### src/rtl/ahb_to_ri5cy_mem_pkg.sv
// Shared AHB-Lite encodings used by the slave bridge and the core-side master bridges.
package ahb_to_ri5cy_mem_pkg;

  typedef enum logic [1:0] {
    HTRANS_IDLE   = 2'd0,
    HTRANS_BUSY   = 2'd1,
    HTRANS_NONSEQ = 2'd2,
    HTRANS_SEQ    = 2'd3
  } htrans_t;

  typedef enum logic [2:0] {
    HSIZE_BYTE = 3'd0,
    HSIZE_HALF = 3'd1,
    HSIZE_WORD = 3'd2
  } hsize_t;

  typedef enum logic {
    HRESP_OKAY  = 1'b0,
    HRESP_ERROR = 1'b1
  } hresp_t;

endpackage

### src/rtl/ahb_to_ri5cy_mem_if.sv
// Bundles the AHB-Lite slave port and the RI5CY req/gnt/rvalid memory port of the bridge.
interface ahb_to_ri5cy_mem_if #(
  parameter int AW = 32,
  parameter int DW = 32
);
  logic          hsel;
  logic [AW-1:0] haddr;
  logic [DW-1:0] hwdata;
  logic          hwrite;
  logic [2:0]    hsize;
  logic [2:0]    hburst;
  logic [3:0]    hprot;
  logic [1:0]    htrans;
  logic          hmastlock;
  logic          hready;
  logic [DW-1:0] hrdata;
  logic          hreadyout;
  logic          hresp;

  logic          req;
  logic          we;
  logic [3:0]    be;
  logic [AW-1:0] addr;
  logic [DW-1:0] wdata;
  logic          gnt;
  logic          rvalid;
  logic [DW-1:0] rdata;

  // The bridge's own view: AHB requests in, memory requests out.
  modport slave (
    input  hsel, haddr, hwdata, hwrite, hsize, hburst, hprot, htrans, hmastlock, hready,
    output hrdata, hreadyout, hresp,
    output req, we, be, addr, wdata,
    input  gnt, rvalid, rdata
  );

  // The surrounding system: AHB master plus the memory behind the bridge.
  modport master (
    output hsel, haddr, hwdata, hwrite, hsize, hburst, hprot, htrans, hmastlock, hready,
    input  hrdata, hreadyout, hresp,
    input  req, we, be, addr, wdata,
    output gnt, rvalid, rdata
  );
endinterface

### src/rtl/ahb_to_ri5cy_mem_lane_decode.sv
// Maps the low address bits and transfer size onto 32-bit byte lanes and flags
// transfers that are oversized or not naturally aligned.
module ahb_to_ri5cy_mem_lane_decode
  import ahb_to_ri5cy_mem_pkg::*;
(
  input  logic [1:0] addr_lsb,
  input  logic [2:0] size,
  output logic [3:0] be,
  output logic       misalign_err
);

  always_comb begin
    be           = 4'b0000;
    misalign_err = 1'b0;
    case (size)
      HSIZE_BYTE: be = 4'b0001 << addr_lsb;
      HSIZE_HALF: begin
        be           = 4'b0011 << addr_lsb;
        misalign_err = addr_lsb[0];
      end
      HSIZE_WORD: begin
        be           = 4'b1111;
        misalign_err = (addr_lsb != 2'b00);
      end
      default:    misalign_err = 1'b1;
    endcase
  end

endmodule

### src/rtl/ahb_to_ri5cy_mem.sv
// AHB-Lite slave that turns single-beat bus transfers into RI5CY req/gnt/rvalid
// memory accesses, one transfer outstanding at a time.
module ahb_to_ri5cy_mem
  import ahb_to_ri5cy_mem_pkg::*;
#(
  parameter int AHB_ADDR_WIDTH = 32,
  parameter int AHB_DATA_WIDTH = 32
) (
  input  logic              clk,
  input  logic              rstn,
  ahb_to_ri5cy_mem_if.slave bus
);

  if (AHB_DATA_WIDTH != 32) begin : g_dw_check
    $error("ahb_to_ri5cy_mem: AHB_DATA_WIDTH must be 32");
  end

  typedef enum logic [2:0] {
    ST_IDLE,
    ST_REQ,
    ST_RESP,
    ST_DONE,
    ST_ERR1,
    ST_ERR2
  } state_t;

  state_t                    state_q, state_d;
  logic [AHB_ADDR_WIDTH-1:0] addr_q;
  logic                      write_q;
  logic [3:0]                be_q;
  logic [AHB_DATA_WIDTH-1:0] hrdata_q;

  logic [3:0] dec_be;
  logic       dec_err;
  logic       can_accept;
  logic       accept;
  logic       hreadyout;
  hresp_t     hresp;
  logic       req;
  logic       unused_ok;

  ahb_to_ri5cy_mem_lane_decode u_lane_decode (
    .addr_lsb     (bus.haddr[1:0]),
    .size         (bus.hsize),
    .be           (dec_be),
    .misalign_err (dec_err)
  );

  // A new address phase is only looked at when the previous data phase is completing.
  always_comb begin
    can_accept = (state_q == ST_IDLE) || (state_q == ST_DONE) || (state_q == ST_ERR2);
    accept     = can_accept && bus.hsel && bus.hready &&
                 ((bus.htrans == HTRANS_NONSEQ) || (bus.htrans == HTRANS_SEQ));
  end

  always_comb begin
    state_d   = state_q;
    hreadyout = 1'b1;
    hresp     = HRESP_OKAY;
    req       = 1'b0;
    case (state_q)
      ST_IDLE, ST_DONE, ST_ERR2: begin
        if (state_q == ST_ERR2) hresp = HRESP_ERROR;
        if (accept) state_d = dec_err ? ST_ERR1 : ST_REQ;
        else        state_d = ST_IDLE;
      end
      ST_REQ: begin
        req       = 1'b1;
        hreadyout = 1'b0;
        if (bus.gnt) state_d = ST_RESP;
      end
      ST_RESP: begin
        hreadyout = 1'b0;
        if (bus.rvalid) state_d = ST_DONE;
      end
      ST_ERR1: begin
        hreadyout = 1'b0;
        hresp     = HRESP_ERROR;
        state_d   = ST_ERR2;
      end
      default: state_d = ST_IDLE;
    endcase
  end

  // Transfer attributes are held for the whole access; read data is held until the next read.
  always_ff @(posedge clk or negedge rstn) begin
    if (!rstn) begin
      state_q  <= ST_IDLE;
      addr_q   <= '0;
      write_q  <= 1'b0;
      be_q     <= 4'b0000;
      hrdata_q <= '0;
    end else begin
      state_q <= state_d;
      if (accept) begin
        addr_q  <= {bus.haddr[AHB_ADDR_WIDTH-1:2], 2'b00};
        write_q <= bus.hwrite;
        be_q    <= dec_be;
      end
      if ((state_q == ST_RESP) && bus.rvalid && !write_q) begin
        hrdata_q <= bus.rdata;
      end
    end
  end

  assign bus.hreadyout = hreadyout;
  assign bus.hresp     = hresp;
  assign bus.hrdata    = hrdata_q;
  assign bus.req       = req;
  assign bus.we        = write_q;
  assign bus.be        = be_q;
  assign bus.addr      = addr_q;
  assign bus.wdata     = bus.hwdata;

  assign unused_ok = ^{bus.hburst, bus.hprot, bus.hmastlock};

endmodule
### src/flat_wrapper.sv
// flat-port wrapper written by rule: the top's interface ports become plain ports
module ahb_to_ri5cy_mem_flat import ahb_to_ri5cy_mem_pkg::*;
#(
  parameter int AHB_ADDR_WIDTH = 32,
  parameter int AHB_DATA_WIDTH = 32
)
  (clk, rstn, bus_hsel, bus_haddr, bus_hwdata, bus_hwrite, bus_hsize, bus_hburst, bus_hprot, bus_htrans, bus_hmastlock, bus_hready, bus_hrdata, bus_hreadyout, bus_hresp, bus_req, bus_we, bus_be, bus_addr, bus_wdata, bus_gnt, bus_rvalid, bus_rdata);
  ahb_to_ri5cy_mem_if bus_i ();
  input  logic clk;
  input  logic rstn;
  input wire logic [$bits(bus_i.hsel)-1:0] bus_hsel;
  input wire logic [$bits(bus_i.haddr)-1:0] bus_haddr;
  input wire logic [$bits(bus_i.hwdata)-1:0] bus_hwdata;
  input wire logic [$bits(bus_i.hwrite)-1:0] bus_hwrite;
  input wire logic [$bits(bus_i.hsize)-1:0] bus_hsize;
  input wire logic [$bits(bus_i.hburst)-1:0] bus_hburst;
  input wire logic [$bits(bus_i.hprot)-1:0] bus_hprot;
  input wire logic [$bits(bus_i.htrans)-1:0] bus_htrans;
  input wire logic [$bits(bus_i.hmastlock)-1:0] bus_hmastlock;
  input wire logic [$bits(bus_i.hready)-1:0] bus_hready;
  output wire logic [$bits(bus_i.hrdata)-1:0] bus_hrdata;
  output wire logic [$bits(bus_i.hreadyout)-1:0] bus_hreadyout;
  output wire logic [$bits(bus_i.hresp)-1:0] bus_hresp;
  output wire logic [$bits(bus_i.req)-1:0] bus_req;
  output wire logic [$bits(bus_i.we)-1:0] bus_we;
  output wire logic [$bits(bus_i.be)-1:0] bus_be;
  output wire logic [$bits(bus_i.addr)-1:0] bus_addr;
  output wire logic [$bits(bus_i.wdata)-1:0] bus_wdata;
  input wire logic [$bits(bus_i.gnt)-1:0] bus_gnt;
  input wire logic [$bits(bus_i.rvalid)-1:0] bus_rvalid;
  input wire logic [$bits(bus_i.rdata)-1:0] bus_rdata;
  assign bus_i.hsel = bus_hsel;
  assign bus_i.haddr = bus_haddr;
  assign bus_i.hwdata = bus_hwdata;
  assign bus_i.hwrite = bus_hwrite;
  assign bus_i.hsize = bus_hsize;
  assign bus_i.hburst = bus_hburst;
  assign bus_i.hprot = bus_hprot;
  assign bus_i.htrans = bus_htrans;
  assign bus_i.hmastlock = bus_hmastlock;
  assign bus_i.hready = bus_hready;
  assign bus_hrdata = bus_i.hrdata;
  assign bus_hreadyout = bus_i.hreadyout;
  assign bus_hresp = bus_i.hresp;
  assign bus_req = bus_i.req;
  assign bus_we = bus_i.we;
  assign bus_be = bus_i.be;
  assign bus_addr = bus_i.addr;
  assign bus_wdata = bus_i.wdata;
  assign bus_i.gnt = bus_gnt;
  assign bus_i.rvalid = bus_rvalid;
  assign bus_i.rdata = bus_rdata;
  ahb_to_ri5cy_mem #(.AHB_ADDR_WIDTH(AHB_ADDR_WIDTH), .AHB_DATA_WIDTH(AHB_DATA_WIDTH)) u_core (.clk(clk), .rstn(rstn), .bus(bus_i));
endmodule
### config.mk
export PLATFORM = sky130hd
export DESIGN_NAME = ahb_to_ri5cy_mem_flat
export DESIGN_NICKNAME = d
export VERILOG_FILES = /design/src/rtl/ahb_to_ri5cy_mem_pkg.sv /design/src/rtl/ahb_to_ri5cy_mem_if.sv /design/src/rtl/ahb_to_ri5cy_mem_lane_decode.sv /design/src/rtl/ahb_to_ri5cy_mem.sv /design/src/flat_wrapper.sv
export SDC_FILE = /design/constraint.sdc
export NUM_CORES = 1
export LEC_CHECK = 0
export BUFFER_PORTS_ARGS = -buffer_cell sky130_fd_sc_hd__buf_4
export CORE_UTILIZATION = 44
export DETAILED_ROUTE_END_ITERATION = 8
export PLACE_DENSITY = 0.88
export SETUP_SLACK_MARGIN = 0.05
export SLEW_MARGIN = 10
export SYNTH_ARGS = -nofsm -noshare
export SYNTH_HDL_FRONTEND = slang
export SYNTH_SLANG_ARGS = --single-unit
export TNS_END_PERCENT = 20
### constraint.sdc
create_clock -name clk -period 4.5 [get_ports clk]
set_input_delay 0.45 -clock clk [delete_from_list [all_inputs] [get_ports clk]]
set_output_delay 0.45 -clock clk [all_outputs]
set_load 0.01 [all_outputs]
==> results of run 1 <==
[cell usage after synthesis, drive strengths merged, types with 2 or more instances]
master  count
a21o        2
a21oi       6
buf        41
dfrtp      70
inv         3
mux2       66
mux2i       2
nand2       2
nand2b      4
nor2        6
nor2b       2
o21ai       4
or3         2
[worst paths after layout]
kind                                           from               endpoint  slack [ns]  cells past startpoint
max in group asynchronous                      rstn   u_core.bus.hrdata[1]        3.70                      1
min in group clk                      bus_haddr[19]    u_core.bus.addr[19]        0.34                      2
worst min register to register  u_core.bus.addr[19]    u_core.bus.addr[19]        0.50                      1
worst max register to register    u_core.state_q[2]     u_core.bus.addr[7]        2.13                      5
worst min-delay path                           rstn  u_core.bus.hrdata[14]        0.25                      1
worst max-delay path              u_core.state_q[2]     u_core.bus.addr[7]        2.13                      5
[sequential cells by signal (all words and copies together), names as in the netlist]
| register | count |
|---|---|
| u_core.state_q | 3 |
| u_core.bus.hrdata | 32 |
| u_core.bus.be | 4 |
| u_core.bus.addr | 30 |
| u_core.bus.we | 1 |
[logic make-up (layout without fill, tap and decap cells)]
family	count (synthesis)	count (layout)	synth area share
DFF	70	70	0.573
muxes	68	68	0.250
buffers and inverters	44	163	0.103
and+or+nand+nor	22	22	0.0438
AOI/OAI and AO/OA	14	14	0.0262
other	1	2	0.00123
xor gates and xnor gates	1	1	0.00287
[critical path, stage by stage, from the launching register on]
cell     delay [ns]
dfrtp_1        0.45
inv_1          0.16
mux2_2         0.37
nand2_1        0.55
buf_4          0.36
mux2_2         0.36
[layout make-up]
type / instances / share of cell area
Multi-Input combinational cell: 107 / 0.241
Timing Repair Buffer: 146 / 0.266
Tap cell: 80 / 0.0243
Clock inverter: 1 / 0.00121
Clock buffer: 13 / 0.0409
Sequential cell: 70 / 0.424
Inverter: 3 / 0.00273
[layer usage]
layer | track usage | wire (um)
met3 | 0.0525 | 487
met2 | 0.329 | 3390
met1 | 0.180 | 2330
met5 | 0 | 0
met4 | 0.0773 | 58
[stage by stage]
stage | area [um^2] | hold WS, ns | instances | setup slack (ns)
detailed placement | 3950 | 0.488 | 406 | 2.11
finish | 4130 | 0.246 | 420 | 2.13
CTS | 4130 | 0.265 | 420 | 2.10
global placement | 3950 | 0.476 | 406 | 2.17
floorplan | 3060 | 0.154 | 221 | 2.86
global route | 4130 | 0.311 | 420 | 1.98
[power by group through the flow]
stage / sequential [W] / combinational (W) / clock [W]
after floorplan: 0.00126 / 0.000436 / 0
after global placement: 0.00111 / 0.00115 / 0
after detailed placement: 0.00113 / 0.00118 / 0
after CTS: 0.00112 / 0.00118 / 0.000467
after global routing: 0.00116 / 0.00125 / 0.000493
final: 0.00112 / 0.00117 / 0.000444
==> impl_metrics.csv, run 1 <==
group,metric,value,unit
clock_tree,cts-root-buf,"clkbuf_8",
synth,async_reset_ff_frac,1.00,
setup_path,cp.required,4.70,ns
floorplan,die_h,85.4,um
grt,grt_util_all_layers,0.176,
synth,yosys_warnings,0,
power_and_ir_drop,total_power,0.00273,W
synth,avgSynthCellArea,13.9,um^2
clock_tree,cts_made_buffers,9,
clock_tree,clk_latency,0.32,ns
grt,grt_max_degree,71,
power_and_ir_drop,swShare,0.308,
clock_tree,holdBufCountCts,0,
power_and_ir_drop,p_leak,2.01,nW
clock_tree,cts_tree,"yes",
placement,place.gp.congestion,0.776,
synth,synth_area,3060,um^2
timing,rsz0062_at_grt,"false",
grt,antenna_found_initial,0,
cells_and_area,layout.cells.most_common_list,"buf_4 (146), dfrtp_1 (70), mux2_2 (60)",
clock_tree,post_cts.repair.setup_buffers,0,
power_and_ir_drop,p_int,0.00189,W
drt,route.detailed.drc,0,
synth,ys_types,26,
clock_tree,cts_buffer_depth,2,
power_and_ir_drop,p_comb_frac,0.427,
floorplan,io_pins,220,
drt,postRouteAntennaNets,0,
cells_and_area,postLayoutCoreUtil,0.611,
synth,yosysTopAreaCell,"dfrtp_1",
timing,finalSetupViolCount,0,
drt,via_per_inst,4.90,
cells_and_area,fillers,569,
setup_path,worst-path-max-fanout,17,
setup_path,crit_path_start_kind,"flop",
power_and_ir_drop,pwr-share-clk,0.163,
synth,ys_seq_area_frac,0.573,
synth,synthFlopType,"dfrtp_1",
setup_path,cp-end-kind,"flop",
placement,io_buffers,144,
timing,worst_pin_slew,0.851,ns
setup_path,worst-setup-path-type,"reg -> reg",
timing,maxSlewHeadroom,0.433,
synth,ys_top_cells_by_area,"dfrtp_1 (57%), mux2_2 (22%), buf_4 (9.1%), mux2_1 (2.2%), a21oi_1 (0.98%)",
synth,synth_cells,220,
floorplan,rows,30,
synth,synth-seq-cells,70,
cells_and_area,final_common_cell,"buf_4",
clock_tree,cts.clk_slew.worst_paths,0.07,ns
cells_and_area,fin_nets,453,
timing,period_minus_slack,2.37,ns
cells_and_area,n_antenna_cell,0,
floorplan,start_util,0.452,
drt,drtPass1Iterations,4,
timing,hold_viol_final,0,
grt,grt_pass1_vias,2191,
synth,synth_top_area_frac,0.573,
timing,fmax,422,MHz
cells_and_area,syn_to_final_growth,35.0,%
floorplan,core,6760,um^2
cells_and_area,multiInputGateArea,993,um^2
clock_tree,htree_levels,3,
power_and_ir_drop,p_switching,0.000841,W
timing,fin_setup_tns,0,ns
power_and_ir_drop,pwr-share-seq,0.410,
placement,hpwl,4690,um
cells_and_area,seq_area,1750,um^2
power_and_ir_drop,ir_drop,329,uV
floorplan,die_x,85.4,um
worst_hold_path,min_path_type,"in -> async",
drt,drt-initial-drc-count,43,
synth,synth_edf_count,0,
floorplan,die-area,7280,um^2
timing,slew_viol_final,0,
drt,num_vias,2056,
status,status,"finished, final reports clean",
flow_run,maxCapViolCount,0,
drt,wl_per_cell,14.9,um
power_and_ir_drop,powerDensity,661,nW/um^2
drt,wirelength,6270,um
cells_and_area,drive_above_1_share,0.647,
timing,clock_skew,0.00733,ns
clock_tree,cts_resized,0,
timing,min_period_over_period,0.526,
grt,grt_pass1_wl,9910,um
grt,globalRoute.totalOverflow,0,
clock_tree,cts.sinks,70,
setup_path,worstPathArrival,2.57,ns
Power figures use the tool's default switching activity.
==> inputs of run 2 (changes only) <==
--- a/config.mk
+++ b/config.mk
@@ -6,9 +6,9 @@
 export NUM_CORES = 1
 export LEC_CHECK = 0
 export BUFFER_PORTS_ARGS = -buffer_cell sky130_fd_sc_hd__buf_4
-export CORE_UTILIZATION = 44
+export CORE_UTILIZATION = 41
 export DETAILED_ROUTE_END_ITERATION = 8
-export PLACE_DENSITY = 0.88
+export PLACE_DENSITY = 0.83
 export SETUP_SLACK_MARGIN = 0.05
 export SLEW_MARGIN = 10
 export SYNTH_ARGS = -nofsm -noshare
==> constraint.sdc (replaced) <==
create_clock -name clk -period 2.25 [get_ports clk]
set_input_delay 0.225 -clock clk [delete_from_list [all_inputs] [get_ports clk]]
set_output_delay 0.225 -clock clk [all_outputs]
set_load 0.01 [all_outputs]
==> impl_metrics.csv, run 2 (synthesized netlist as in run 1, its figures left out) <==
group,metric,value,unit
status,status,"finished, final reports clean",
clock_tree,cts_buffer_depth,2,
cells_and_area,final_common_cell,"buf_4",
power_and_ir_drop,powerDensity,1320,nW/um^2
clock_tree,htree_levels,3,
clock_tree,cts-root-buf,"clkbuf_8",
setup_path,worstPathArrival,2.12,ns
timing,fmax,523,MHz
timing,clock_skew,0.00959,ns
timing,maxSlewHeadroom,0.413,
grt,grt_pass1_vias,2170,
clock_tree,cts_resized,0,
setup_path,crit_path_start_kind,"flop",
clock_tree,cts.clk_slew.worst_paths,0.07,ns
grt,globalRoute.totalOverflow,0,
grt,grt_util_all_layers,0.166,
floorplan,rows,31,
placement,dpl_cell_area,3990,um^2
placement,io_buffers,144,
setup_path,path_cells,"inv_1, mux2_2, nand2_1, buf_12, mux2_2",
setup_path,worst-path-max-fanout,27,
timing,slew_viol_final,0,
flow_run,maxCapViolCount,0,
setup_path,cp_slowest_stage_delay,0.45,ns
setup_path,cp_slowest_cell,"dfrtp_1",
floorplan,die-area,7800,um^2
grt,antenna_found_initial,0,
timing,finalSetupViolCount,0,
setup_path,regToRegSetupSlack,0.34,ns
setup_path,cp-end-kind,"flop",
setup_path,crit_buf_inv,2,
timing,hold_slack,0.0140,ns
drt,drt-initial-drc-count,39,
setup_path,crit_top_cell,"mux2_2",
power_and_ir_drop,p_comb_frac,0.425,
timing,period_minus_slack,1.91,ns
timing,hold_viol_final,0,
power_and_ir_drop,pwr-share-seq,0.407,
floorplan,start_util,0.424,
timing,rsz0062_at_grt,"false",
setup_path,cp.required,2.45,ns
timing,worst_slack,0.338,ns
grt,grt_pass1_wl,9630,um
power_and_ir_drop,pwr-share-clk,0.168,
drt,drtPass1Iterations,4,
power_and_ir_drop,p_leak,2.02,nW
clock_tree,cts_tree,"yes",
timing,min_period_over_period,0.850,
drt,wirelength,6420,um
worst_hold_path,min_path_type,"in -> async",
timing,worst_pin_slew,0.881,ns
power_and_ir_drop,swShare,0.312,
drt,route.detailed.drc,0,
floorplan,die_x,88.3,um
placement,hpwl,4770,um
cells_and_area,largest_reg_flops,32,
clock_tree,clk_latency,0.32,ns
cells_and_area,drive_above_1_share,0.649,
clock_tree,holdBufCountCts,0,
timing,fin_setup_tns,0,ns
power_and_ir_drop,p_int,0.00379,W
clock_tree,cts.sinks,70,
setup_path,cp_top_family,"multiplexers",
cells_and_area,layout.cells.most_common_list,"buf_4 (145), dfrtp_1 (70), mux2_2 (60)",
placement,pre_cts_slack,0.346,ns
floorplan,die_h,88.3,um
placement,place.gp.congestion,0.713,
power_and_ir_drop,total_power,0.00551,W
clock_tree,post_cts.repair.setup_buffers,0,
clock_tree,cts_made_buffers,9,
setup_path,worst-setup-path-type,"reg -> reg",
drt,via_per_inst,4.72,
floorplan,io_pins,220,
grt,grt_max_degree,71,
power_and_ir_drop,ir_drop,636,uV
cells_and_area,fin_nets,453,
power_and_ir_drop,p_switching,0.00172,W
drt,wl_per_cell,14.6,um
cells_and_area,n_antenna_cell,0,
drt,postRouteAntennaNets,0,
cells_and_area,final_cell_area,4180,um^2
drt,num_vias,2082,
floorplan,core,7210,um^2
cells_and_area,syn_to_final_growth,36.6,%
==> run 2: layout make-up <==
cell class | count | area (um^2)
inverters | 3 | 11.3
well taps | 99 | 124
repair buffers | 146 | 1110
fillers | 625 | 3040
clock buffers | 13 | 169
clock inverters | 3 | 17.5
multi-input cells | 107 | 993
flip-flops and latches | 70 | 1750
==> run 2: final timing paths <==
| kind | start | to | cells past startpoint |
|---|---|---|---|
| max | u_core.state_q[2] | u_core.bus.addr[3] | 5 |
| min | rstn | u_core.bus.addr[26] | 1 |
| max reg2reg | u_core.state_q[2] | u_core.bus.addr[3] | 5 |
| min reg2reg | u_core.bus.addr[19] | u_core.bus.addr[19] | 1 |
| max in group asynchronous | rstn | u_core.bus.addr[24] | 1 |
| min in group clk | bus_haddr[18] | u_core.bus.addr[18] | 2 |
==> run 2: routing by layer <==
metal,share of wire,track usage
met1,0.38,0.175
met4,0.015,0.0762
met5,0,0
met3,0.081,0.0532
met2,0.53,0.301
==> run 2: metrics by stage <==
stage	cells	util
after floorplan	221	-
after global placement	425	0.553
after CTS	441	0.579
after detailed placement	425	0.553
final	441	0.579
after global routing	441	0.579
==> run 2: worst reg2reg max path, cell delays in order, from the launching register on <==
cell,delay [ns]
dfrtp_1,0.45
inv_1,0.16
mux2_2,0.37
nand2_1,0.23
buf_12,0.23
mux2_2,0.37
==> run 2: power by group through the flow <==
stage	Sequential (W)	Combinational, W	Clock (W)
2_1_floorplan	0.00252	0.000873	0
3_3_place_gp	0.00222	0.00231	0
3_5_place_dp	0.00227	0.00238	0
4_1_cts	0.00225	0.00238	0.000967
5_1_grt	0.00232	0.00254	0.00102
6_report	0.00224	0.00234	0.000927
